### src/rtl/fifo_tx_serializer_pkg.sv
// Shared types and sizing helpers for the IMT word FIFO transmit path.
package fifo_tx_serializer_pkg;

  typedef enum logic {
    IDLE = 1'b0,
    SEND = 1'b1
  } ser_state_e;

  localparam int unsigned IMT_WORD_W = 64;
  localparam int unsigned IMT_BEAT_W = 8;

  function automatic int unsigned nbeats(input int unsigned dw, input int unsigned bw);
    return dw / bw;
  endfunction

  function automatic int unsigned idx_w(input int unsigned dw, input int unsigned bw);
    return $clog2(dw / bw);
  endfunction

endpackage

### src/rtl/fifo_tx_serializer.sv
// Pops FIFO words and serializes them into BEAT_WIDTH beats on a valid/ready stream,
// with zero-bubble back-to-back words, synchronous flush and a completed-word counter.
module fifo_tx_serializer
  import fifo_tx_serializer_pkg::*;
#(
  parameter int unsigned DATA_WIDTH = IMT_WORD_W,
  parameter int unsigned BEAT_WIDTH = IMT_BEAT_W,
  parameter bit          MSB_FIRST  = 1'b0,
  parameter int unsigned CNT_WIDTH  = 16
) (
  input  logic                  clk,
  input  logic                  rst,
  input  logic                  flush_i,
  input  logic                  fifo_empty_i,
  input  logic [DATA_WIDTH-1:0] fifo_data_i,
  output logic                  fifo_pop_o,
  output logic                  beat_valid_o,
  input  logic                  beat_ready_i,
  output logic [BEAT_WIDTH-1:0] beat_data_o,
  output logic                  beat_last_o,
  output logic                  busy_o,
  output logic [CNT_WIDTH-1:0]  word_cnt_o
);

  localparam int unsigned NBEATS = nbeats(DATA_WIDTH, BEAT_WIDTH);
  localparam int unsigned IdxW   = idx_w(DATA_WIDTH, BEAT_WIDTH);
  localparam logic [IdxW-1:0] LastIdx = IdxW'(NBEATS - 1);

  if ((NBEATS < 2) || ((DATA_WIDTH % BEAT_WIDTH) != 0)) begin : g_bad_params
    $error("fifo_tx_serializer: DATA_WIDTH must be a multiple of BEAT_WIDTH with at least 2 beats");
  end

  ser_state_e            r_state;
  logic [DATA_WIDTH-1:0] r_shift;
  logic [IdxW-1:0]       r_idx;
  logic [CNT_WIDTH-1:0]  r_cnt;

  logic                  w_send;
  logic                  w_last;
  logic                  w_hs;
  logic                  w_pop;
  logic [DATA_WIDTH-1:0] w_shift_nxt;

  assign w_send = (r_state == SEND);
  assign w_last = w_send && (r_idx == LastIdx);
  assign w_hs   = w_send && beat_ready_i;

  // Pop is combinational so the next word loads on the same edge as the last beat;
  // gated by rst so all outputs read 0 while reset is held.
  assign w_pop = !rst && !flush_i && !fifo_empty_i && (!w_send || (w_last && beat_ready_i));

  assign w_shift_nxt = MSB_FIRST ? (r_shift << BEAT_WIDTH) : (r_shift >> BEAT_WIDTH);

  always_ff @(posedge clk or posedge rst) begin
    if (rst) begin
      r_state <= IDLE;
      r_shift <= '0;
      r_idx   <= '0;
    end else if (flush_i) begin
      r_state <= IDLE;
      r_shift <= '0;
      r_idx   <= '0;
    end else if (w_pop) begin
      r_state <= SEND;
      r_shift <= fifo_data_i;
      r_idx   <= '0;
    end else if (w_hs) begin
      if (w_last) begin
        r_state <= IDLE;
      end else begin
        r_shift <= w_shift_nxt;
        r_idx   <= r_idx + IdxW'(1);
      end
    end
  end

  always_ff @(posedge clk or posedge rst) begin
    if (rst) begin
      r_cnt <= '0;
    end else if (!flush_i && w_hs && w_last) begin
      r_cnt <= r_cnt + CNT_WIDTH'(1);
    end
  end

  assign fifo_pop_o   = w_pop;
  assign beat_valid_o = w_send;
  assign beat_last_o  = w_last;
  assign busy_o       = w_send;
  assign word_cnt_o   = r_cnt;
  assign beat_data_o  = MSB_FIRST ? r_shift[DATA_WIDTH-1 -: BEAT_WIDTH] : r_shift[BEAT_WIDTH-1:0];

endmodule

### config.mk
export PLATFORM = sky130hd
export DESIGN_NAME = fifo_tx_serializer
export DESIGN_NICKNAME = d
export VERILOG_FILES = /design/src/rtl/fifo_tx_serializer_pkg.sv /design/src/rtl/fifo_tx_serializer.sv
export SDC_FILE = /design/constraint.sdc
export NUM_CORES = 1
export LEC_CHECK = 0
export BUFFER_PORTS_ARGS = -buffer_cell sky130_fd_sc_hd__buf_2
export CAP_MARGIN = 15
export CORE_ASPECT_RATIO = 0.75
export CORE_MARGIN = 3
export CORE_UTILIZATION = 53
export CTS_CLUSTER_DIAMETER = 40
export DETAILED_ROUTE_END_ITERATION = 8
export PLACE_DENSITY = 0.84
export SYNTH_ARGS = -nofsm -noshare
export SYNTH_HDL_FRONTEND = slang
export SYNTH_SLANG_ARGS = --single-unit
### constraint.sdc
create_clock -name clk -period 2.75 [get_ports clk]
set_input_delay 0.1375 -clock clk [delete_from_list [all_inputs] [get_ports clk]]
set_output_delay 0.1375 -clock clk [all_outputs]
set_load 0.1 [all_outputs]
# == After elaboration in Yosys (flattened, before gate mapping) ==
# Cells that the tools add are included.
# totals
romBits,0
register_bits,84
ramBits,0
out_inout_bits,28
n_memories,0
in_bits,69
wordCells,37
latchBits,0
# op_classes
shifts,0
magnitude_cmp,0
div,0
bitwise,0
mux,12
addsub,2
eq_ne,2
n_reduce_logical,17
multipliers,0
# ops
operator,n
two-way mux 64 bit,4
adder 16 x 1 -> 16 bit (second input constant),1
two-way mux 3 bit,4
logical AND 1 bit,8
nonzero test 3 bit,2
zero test 1 bit,4
two-way mux 1 bit,4
AND reduction 2 bit,2
adder 3 x 1 -> 3 bit (second input constant),1
== test 3 bit (second input constant),1
inequality test 3 bit (second input constant),1
logical OR 1 bit,1

# == Longest topological paths before layout ==
# Gate-level depths: netlist (run 1).
# logic_depth
word_depth,7
mapped_depth,10
depth_no_buf,7

# == Worst setup path before layout (run 1) ==
# OpenSTA, ideal clock, no wires.
# synth_timing
kind,reg-to-reg
startpoint,"reg r_state, in the netlist beat_valid_o"
endpoint,reg r_shift[7]
arrival_ps,2208
stages_incl_launch_ff,9
path_buffers,3
setup_slack_ps,460
setup_ps,83
required_ps,2667
cell_sequence,dfrtp_1 > a21boi_1 > or4_1 > buf_2 > inv_2 > buf_6 > buf_4 > nand2_1 > o21ai_0
# synth_via
elab_chain_len,6
elab_cells_between_ends,11
cone_classes,eq/ne (1); mux (2); reduce/logical (8)
# synth_lines
item,line_no,rtl
"start, declared",fifo_tx_serializer.sv:33,ser_state_e r_state;
"start signal, assigned",fifo_tx_serializer.sv:56,r_state <= IDLE;
"start signal, assigned",fifo_tx_serializer.sv:60,r_state <= IDLE;
"start signal, assigned",fifo_tx_serializer.sv:64,r_state <= SEND;
logical AND 1 bit,fifo_tx_serializer.sv:45,assign w_last = w_send && (r_idx == LastIdx);
logical AND 1 bit,fifo_tx_serializer.sv:50,assign w_pop = !rst && !flush_i && !fifo_empty_i && (!w_send || (w_last && beat_ready_i));
logical OR 1 bit *,fifo_tx_serializer.sv:50,
logical AND 1 bit *,fifo_tx_serializer.sv:50,
named net fifo_pop_o,fifo_tx_serializer.sv:16,"output logic fifo_pop_o,"
inequality test 3 bit (no source line) (tied with other cells),-,
AND reduction 2 bit (no source line) or two-way mux 64 bit (tied branches),-,
"end signal, assigned",fifo_tx_serializer.sv:65,r_shift <= fifo_data_i;
"end signal, assigned",fifo_tx_serializer.sv:71,r_shift <= w_shift_nxt;
"end, declared",fifo_tx_serializer.sv:34,logic [DATA_WIDTH-1:0] r_shift;
# Mark *: on every way through the listed nets, which the timed path passes. The rest lies on a longest branch.
# A chain may end at the register's enable or synchronous reset.

# == Worst setup path in the final report (run 1) ==
# layout_timing
startpoint,reg r_idx[0]
endpoint,out fifo_pop_o
# layout_via
elab_chain_len,5
# layout_lines
item,line_no,rtl
"start, declared",fifo_tx_serializer.sv:35,logic [IdxW-1:0] r_idx;
"start signal, assigned",fifo_tx_serializer.sv:72,r_idx <= r_idx + IdxW'(1);
== test 3 bit,fifo_tx_serializer.sv:45,
logical AND 1 bit,fifo_tx_serializer.sv:45,
logical AND 1 bit,fifo_tx_serializer.sv:50,
logical OR 1 bit,fifo_tx_serializer.sv:50,
logical AND 1 bit,fifo_tx_serializer.sv:50,
"end, declared",fifo_tx_serializer.sv:16,
# No other way between the ends.

==> results of run 1 <==
-- report_power, final --
group          internal, mW  switching (mW)  total (mW)
Clock                 0.609           0.455        1.06
Sequential             1.29          0.0319        1.32
Combinational         0.119           0.205       0.324
-- worst max-delay path by stage --
stage               slack, ps                  from                  endpoint
detailed placement        570  r_idx[0]$_DFFE_PP0P_                fifo_pop_o
CTS                       180  r_idx[0]$_DFFE_PP0P_                fifo_pop_o
global route               80  r_idx[0]$_DFFE_PP0P_                fifo_pop_o
global placement          670  r_idx[0]$_DFFE_PP0P_   r_shift[41]$_DFFE_PP0P_
finish                    210  r_idx[0]$_DFFE_PP0P_                fifo_pop_o
floorplan                 450                   rst  beat_valid_o$_DFFE_PP0P_
-- worst reg2reg max path: stages, from the launching register on --
cell,delay [ps]
dfrtp_1,380
ha_1,160
ha_1,250
or2_2,770
nand2_1,210
a311oi_2,330
-- sequential cells by signal (all words and copies together) (netlist names) --
register,cells
r_shift,64
word_cnt_o,16
beat_valid_o,1
r_idx,3
-- cell families after synthesis --
logic type | Yosys count | synth area share [%]
buf+inv | 38 | 5.672
compound gates | 67 | 12.61
simple gates | 135 | 14.32
fa+ha+maj | 3 | 0.9507
mux | 38 | 9.664
xor+xnor | 16 | 3.549
flops | 84 | 53.23
-- per-stage QoR --
step           setup slack (ps)  util (%)  total power [mW]  hold WS [ps]
2_1_floorplan             447.4         -             1.557         203.7
3_3_place_gp              671.5     63.05             1.640         203.7
3_5_place_dp              566.5     63.05             1.648         211.3
4_1_cts                   177.6     68.70             2.722        0.2515
5_1_grt                   80.78     68.70             2.805        0.9322
6_report                  207.4     68.70             2.706         4.467
-- cell type report --
type	count	area (um2)	share of cell area, %
clock buffers	9	123.9	2.566
well taps	98	122.6	2.540
multi-input cells	259	1628	33.72
flip-flops and latches	84	2102	43.55
clock inverters	7	122.6	2.540
repair buffers	117	715.7	14.83
inverters	3	12.51	0.2592
-- routing by layer --
layer / GRT usage (%) / wire length (um) / vias to the layer above
li1: - / - / 1488
met5: 0 / 0 / -
met2: 36.45 / 4376 / 72
met4: 3.493 / 57 / 0
met3: 5.560 / 420 / 6
met1: 30.42 / 4096 / 1506
-- cells in the final DEF, fill, tap and decap left out, types with 2 or more instances in the layout --
cell	count
ha_1	3
xnor2_1	11
dfrtp_1	84
a22o_1	7
buf_4	4
a21oi_1	3
inv_6	2
mux2i_1	37
nand3_1	4
and3_1	3
bufinv_16	3
dlygate4sd3_1	15
a311oi_1	9
buf_12	3
nand4_1	4
buf_2	95
nand2b_1	2
clkbuf_8	9
nand2_1	87
nor3_1	2
clkinvlp_4	2
o21ai_0	37
a311oi_2	10
xor2_1	5
nor2_1	26
==> flow_summary.ini, run 1 <==
[outcome]
outcome = finished clean

[placement]
hpwl_um = 6048
dp_cells = 546
io_buffers = 96
place_area_um2 = 4431
place.gp.congestion = 0.8108

[clock_network]
cts_tree = built
clkTransAtPathRegs_ps = 90
postCtsSetupRepairBufs = 0
ctsResizeCount = 0
cts_made_buffers = 9
clock-sinks = 84
ctsHoldBuffers = 15
clock_path_buffers = 2
clk_latency_ps = 350
root_buffer = clkbuf_8
htreeDepth = 3

[critical_path]
cp-start-kind = flip-flop
path_class = flip-flop to output port
crit_path_max_fanout = 38
crit_chain = ha_1 -> ha_1 -> a21boi_1 -> or4_1 -> inv_2 -> buf_12 -> buf_12
worstPathArrival_ps = 2410
critPathMaxStageDelay_ps = 480
cp-end-kind = output port
r2r_slack_ps = 540
cp_top_family = buffers and inverters
rr_endpoint = r_shift[41]$_DFFE_PP0P_
crit_required_ps = 2610
slowest_stage = or4_1
crit_cells = 7
rr_startpoint = r_idx[0]$_DFFE_PP0P_
critPathBufInv = 3
worstRegToRegCells = 5

[pwr]
vdd_drop_max_uv = 338.7
leakage_nw = 2.378
p_per_area_nw_per_um2 = 560.5

[final_layout]
n_antenna_cell = 0
area_delta_synth_final_pct = 22.24
fillers = 544
drive_gt1_share_pct = 27.97
fin_area_um2 = 4827
nets = 546
finalNonFillerCells = 577

[timing]
finalHoldViolCount = 0
post-route-period-util_pct = 92.46
clock_skew_ps = 4.932
rsz0062_at_grt = no
fmax_mhz = 393.3
fin_crit_ps = 2543
finalSetupTns_ps = 0
worst_slew_pin_slew_ps = 935.9
setup_viol = 0
slew_headroom_pct = 37.61
final-max-slew-violation-count = 0

[logic_synthesis]
seq_area_frac_synth_pct = 53.23
syn_inst = 381
synth-seq-cells = 84
yosys.area.top_type = dfrtp_1
ys_types = 34
ys_top_cells_by_area = dfrtp_1 (53%), mux2i_1 (9.4%), nand2_1 (8.3%)
synth_most_common_cell = nand2_1
async_reset_ff_share_pct = 100.0
synth_top_cells_by_count = nand2_1 (87), dfrtp_1 (84), mux2i_1 (37), o21ai_0 (37), nor2_1 (26)
synthFlopType = dfrtp_1
synth_edf_count = 0
syn-num-nets = 453
yosysWarnings = 0
yosysTopAreaCellShare_pct = 53.23
avgSynthCellArea_um2 = 10.36
netlist_area_um2 = 3949

[global_routing]
grt_pass1_wl_um = 14950
grt_max_degree = 58
grt_usage_pct = 22.02
grt_pass1_vias = 3067
overflow = 0
antenna_found_initial = 0

[drt]
ant_nets = 0
wire_per_inst_um = 15.51
vias = 3072
routed_wl_um = 8950
first_pass_iters = 4
drc = 0
viasPerCell = 5.324
drt_iter0_drc = 194

[floorplanning]
ios = 97
floorplan.initialDensity_pct = 56.20
die_h_um = 80.75
die_width_um = 105.7
die_area_um2 = 8533
num_rows = 26
core_um2 = 7027

[min_path]
hold_path.startpoint = fifo_data_i[9]
min_to = r_shift[9]$_DFFE_PP0P_
holdCritPathClass = primary input to flip-flop
whs_path_depth = 3

[flow_run]
drv_cap = 0
(Power assumes the default switching activity.)
==> run 2, diff against run 1 <==
MAX_ROUTING_LAYER = met4   (was not set)
==> flow_summary.ini, run 2 (same netlist as run 1, synthesis figures left out) <==
[outcome]
outcome = finished clean

[global_routing]
grt_pass1_vias = 3060
antenna_found_initial = 0
overflow = 0
grt_max_degree = 58
grt_pass1_wl_um = 14960
grt_usage_pct = 22.72

[final_layout]
multi_input_area_um2 = 1628
area_delta_synth_final_pct = 22.24
n_antenna_cell = 0
layout_commonest_cell = buf_2
final_cell_mix = buf_2 (95), nand2_1 (87), dfrtp_1 (84)
largest_register_ffs = 64
largest-register = r_shift
drive_gt1_share_pct = 27.97
nets = 546
fillers = 544
seq_area_um2 = 2102

[floorplanning]
core_um2 = 7027
ios = 97
num_rows = 26
die_h_um = 80.75
die_area_um2 = 8533
floorplan.initialDensity_pct = 56.20
die_width_um = 105.7

[timing]
rsz0062_at_grt = no
fin_crit_ps = 2538
clock_skew_ps = 4.824
fmax_mhz = 394.1
final-max-slew-violation-count = 0
slew_headroom_pct = 36.36
finalHoldViolCount = 0
setup_viol = 0
finalSetupTns_ps = 0
post-route-period-util_pct = 92.28
worst_slew_pin_slew_ps = 954.6

[clock_network]
root_buffer = clkbuf_8
clock_path_buffers = 2
htreeDepth = 3
clock-sinks = 84
clk_latency_ps = 350
clkTransAtPathRegs_ps = 90
cts_tree = built
cts_made_buffers = 9

[drt]
routed_wl_um = 8970
ant_nets = 0
viasPerCell = 5.305
drc = 0
wire_per_inst_um = 15.55
vias = 3061
drt_iter0_drc = 184
first_pass_iters = 4

[critical_path]
r2r_slack_ps = 510
crit_path_max_fanout = 38
rr_startpoint = r_idx[0]$_DFFE_PP0P_
cp-end-kind = output port
path_class = flip-flop to output port
rr_endpoint = r_shift[41]$_DFFE_PP0P_
cp-start-kind = flip-flop
worstRegToRegCells = 5
worstPathArrival_ps = 2400
crit_required_ps = 2610

[min_path]
whs_path_depth = 3
hold_path.startpoint = fifo_data_i[9]
min_to = r_shift[9]$_DFFE_PP0P_
holdCritPathClass = primary input to flip-flop

[pwr]
vdd_drop_max_uv = 340.3
p_per_area_nw_per_um2 = 560.4
leakage_nw = 2.378
finalPower_mw = 2.705

[placement]
place.gp.congestion = 0.8228
io_buffers = 96
hpwl_um = 6048

[flow_run]
drv_cap = 0
run 2: cell counts in the layout (fill, tap and decap cells not counted):
No cell type changed its count.
run 2: worst max-delay path: stages (launching register included):
cell and delay, ps:
dfrtp_1 380, ha_1 160, ha_1 250, a21boi_1 110, or4_1 480, inv_2 220
buf_12 230, buf_12 200
run 2: per-stage QoR:
step / util, % / std cells / cell area, um2 / hold slack (ps) / worst slack (ps)
2_1_floorplan: - / 381 / 3949 / 203.7 / 447.4
3_3_place_gp: 63.05 / 546 / 4431 / 203.7 / 671.5
3_5_place_dp: 63.05 / 546 / 4431 / 211.3 / 566.5
4_1_cts: 68.70 / 577 / 4827 / 0.2515 / 177.6
5_1_grt: 68.70 / 577 / 4827 / 0.9540 / 79.96
6_report: 68.70 / 577 / 4827 / 6.139 / 212.3
run 2: worst max-delay path by stage:
stage                          from                       end  slack, ps
6_report       r_idx[0]$_DFFE_PP0P_                fifo_pop_o        210
5_1_grt        r_idx[0]$_DFFE_PP0P_                fifo_pop_o         80
4_1_cts        r_idx[0]$_DFFE_PP0P_                fifo_pop_o        180
3_5_place_dp   r_idx[0]$_DFFE_PP0P_                fifo_pop_o        570
3_3_place_gp   r_idx[0]$_DFFE_PP0P_   r_shift[41]$_DFFE_PP0P_        670
2_1_floorplan                   rst  beat_valid_o$_DFFE_PP0P_        450
run 2: where the power goes:
group / leakage (nW) / internal (mW) / switching (mW)
Combinational: 1.11 / 0.119 / 0.205
Sequential: 1.15 / 1.29 / 0.0321
Clock: 0.116 / 0.609 / 0.454
run 2: layout make-up:
cell class                      count  area share [%]
Timing Repair Buffer              117           14.83
Inverter                            3          0.2592
Clock inverter                      7           2.540
Clock buffer                        9           2.566
Multi-Input combinational cell    259           33.72
Sequential cell                    84           43.55
Tap cell                           98           2.540
run 2: repair_timing:
item,in CTS,in global routing
hold buffers,15,0
setup buffers,0,0
endpoints found under the hold margin,41,0
setup endpoints to repair,0,0
gates resized for setup,0,0
run 2: layer usage:
metal  global-route usage [%]  part of all wire (%)  vias to the layer above
met1                    30.99                    47                     1486
met4                    3.493                  0.47                        0
met3                    5.004                   4.2                        5
li1                         -                     -                     1489
met5                        -                     0                        -
met2                    36.32                    49                       81
==> run 3, diff against run 2 <==
RECOVER_POWER = 25   (was not set)
==> flow_summary.ini, run 3 (same netlist as run 1, synthesis figures left out) <==
[final_layout]
final_cell_mix = buf_2 (94), nand2_1 (87), dfrtp_1 (84)
nets = 546
drive_gt1_share_pct = 27.77
seq_area_um2 = 2102
n_antenna_cell = 0
largest_register_ffs = 64
layout_commonest_cell = buf_2
fillers = 546
multi_input_area_um2 = 1628
area_delta_synth_final_pct = 21.89
largest-register = r_shift
finalNonFillerCells = 577

[placement]
dp_cells = 546
place.gp.congestion = 0.8228
hpwl_um = 6048
io_buffers = 96

[clock_network]
cts_tree = built
clkTransAtPathRegs_ps = 90
postCtsSetupRepairBufs = 0
clk_latency_ps = 350
htreeDepth = 3
cts_made_buffers = 9
clock-sinks = 84
root_buffer = clkbuf_8
clock_path_buffers = 2

[min_path]
hold_path.startpoint = fifo_data_i[9]
whs_path_depth = 3
holdCritPathClass = primary input to flip-flop

[timing]
finalHoldViolCount = 0
fmax_mhz = 393.6
worst_slew_pin_slew_ps = 1222
slew_headroom_pct = 18.06
clock_skew_ps = 4.813
fin_crit_ps = 2541
hold_slack_ps = 6.035
finalSetupTns_ps = 0
setup_viol = 0
final-max-slew-violation-count = 0
post-route-period-util_pct = 92.39
rsz0062_at_grt = no

[outcome]
outcome = finished clean

[critical_path]
startpoint = r_idx[0]$_DFFE_PP0P_
rr_startpoint = r_idx[0]$_DFFE_PP0P_
cp-start-kind = flip-flop
worstRegToRegCells = 5
worstPathArrival_ps = 2400
crit_path_max_fanout = 38
path_class = flip-flop to output port
cp-end-kind = output port
crit_required_ps = 2610

[floorplanning]
die_width_um = 105.7
die_h_um = 80.75
core_um2 = 7027
ios = 97
die_area_um2 = 8533
floorplan.initialDensity_pct = 56.20
num_rows = 26

[drt]
m1WireLength_um = 4183
met2RoutedLength_um = 4327
routed_wl_um = 8971
drc = 0
ant_nets = 0
vias = 3082
wire_per_inst_um = 15.55
viasPerCell = 5.341
wl_met3_um = 404
top_layer = met4
first_pass_iters = 4
drt_iter0_drc = 203

[global_routing]
grt_usage_pct = 22.72
grt_max_degree = 58
overflow = 0
grt_pass1_vias = 3060
grt_pass1_wl_um = 14960
antenna_found_initial = 0

[pwr]
vdd_drop_max_uv = 339.8
p_per_area_nw_per_um2 = 561.8
leakage_nw = 2.367

[flow_run]
drv_cap = 0
## run 3: cell type report
cell class                      instances  share of cell area, %
Sequential cell                        84                  43.67
Multi-Input combinational cell        259                  33.82
Timing Repair Buffer                  117                  14.58
Clock buffer                            9                  2.573
Clock inverter                          7                  2.547
Tap cell                               98                  2.547
Inverter                                3                 0.2599
## run 3: per-stage QoR
stage | util [%] | setup WS, ps | power (mW) | cell area [um2]
2_1_floorplan | - | 447.4 | 1.557 | 3949
3_5_place_dp | 63.05 | 566.5 | 1.648 | 4431
4_1_cts | 68.70 | 177.6 | 2.722 | 4827
3_3_place_gp | 63.05 | 671.5 | 1.640 | 4431
6_report | 68.50 | 209.2 | 2.704 | 4813
5_1_grt | 68.50 | 79.97 | 2.802 | 4813
## run 3: routing by layer
metal	GRT usage (%)	vias up
li1	-	1487
met1	30.99	1499
met2	36.32	89
met3	5.004	7
met4	3.493	0
met5	-	-
## run 3: worst paths after layout
kind                            slack (ps)                          to
max in group asynchronous              760   word_cnt_o[6]$_DFFE_PP0P_
worst min-delay path                     6      r_shift[9]$_DFFE_PP0P_
worst min register to register         480  word_cnt_o[15]$_DFFE_PP0P_
worst max register to register         510     r_shift[41]$_DFFE_PP0P_
worst max-delay path                   210                  fifo_pop_o
min in group asynchronous              620     r_shift[50]$_DFFE_PP0P_
## run 3: worst max-delay path, stage by stage, from the launching register on
cell      delay [ps]
dfrtp_1          380
ha_1             160
ha_1             250
a21boi_1         110
or4_1            490
inv_2            220
buf_12           230
buf_12           200
## run 3: timing repair
| action | CTS | global route |
|---|---|---|
| setup endpoints to repair | 0 | 0 |
| hold endpoints to repair | 41 | 0 |
| gates resized for setup | 0 | 0 |
| hold buffers | 15 | 0 |
## run 3: report_power, final
group	internal [mW]	total [mW]	switching (mW)
clock network	0.609	1.07	0.456
registers	1.29	1.32	0.0320
logic	0.117	0.321	0.205
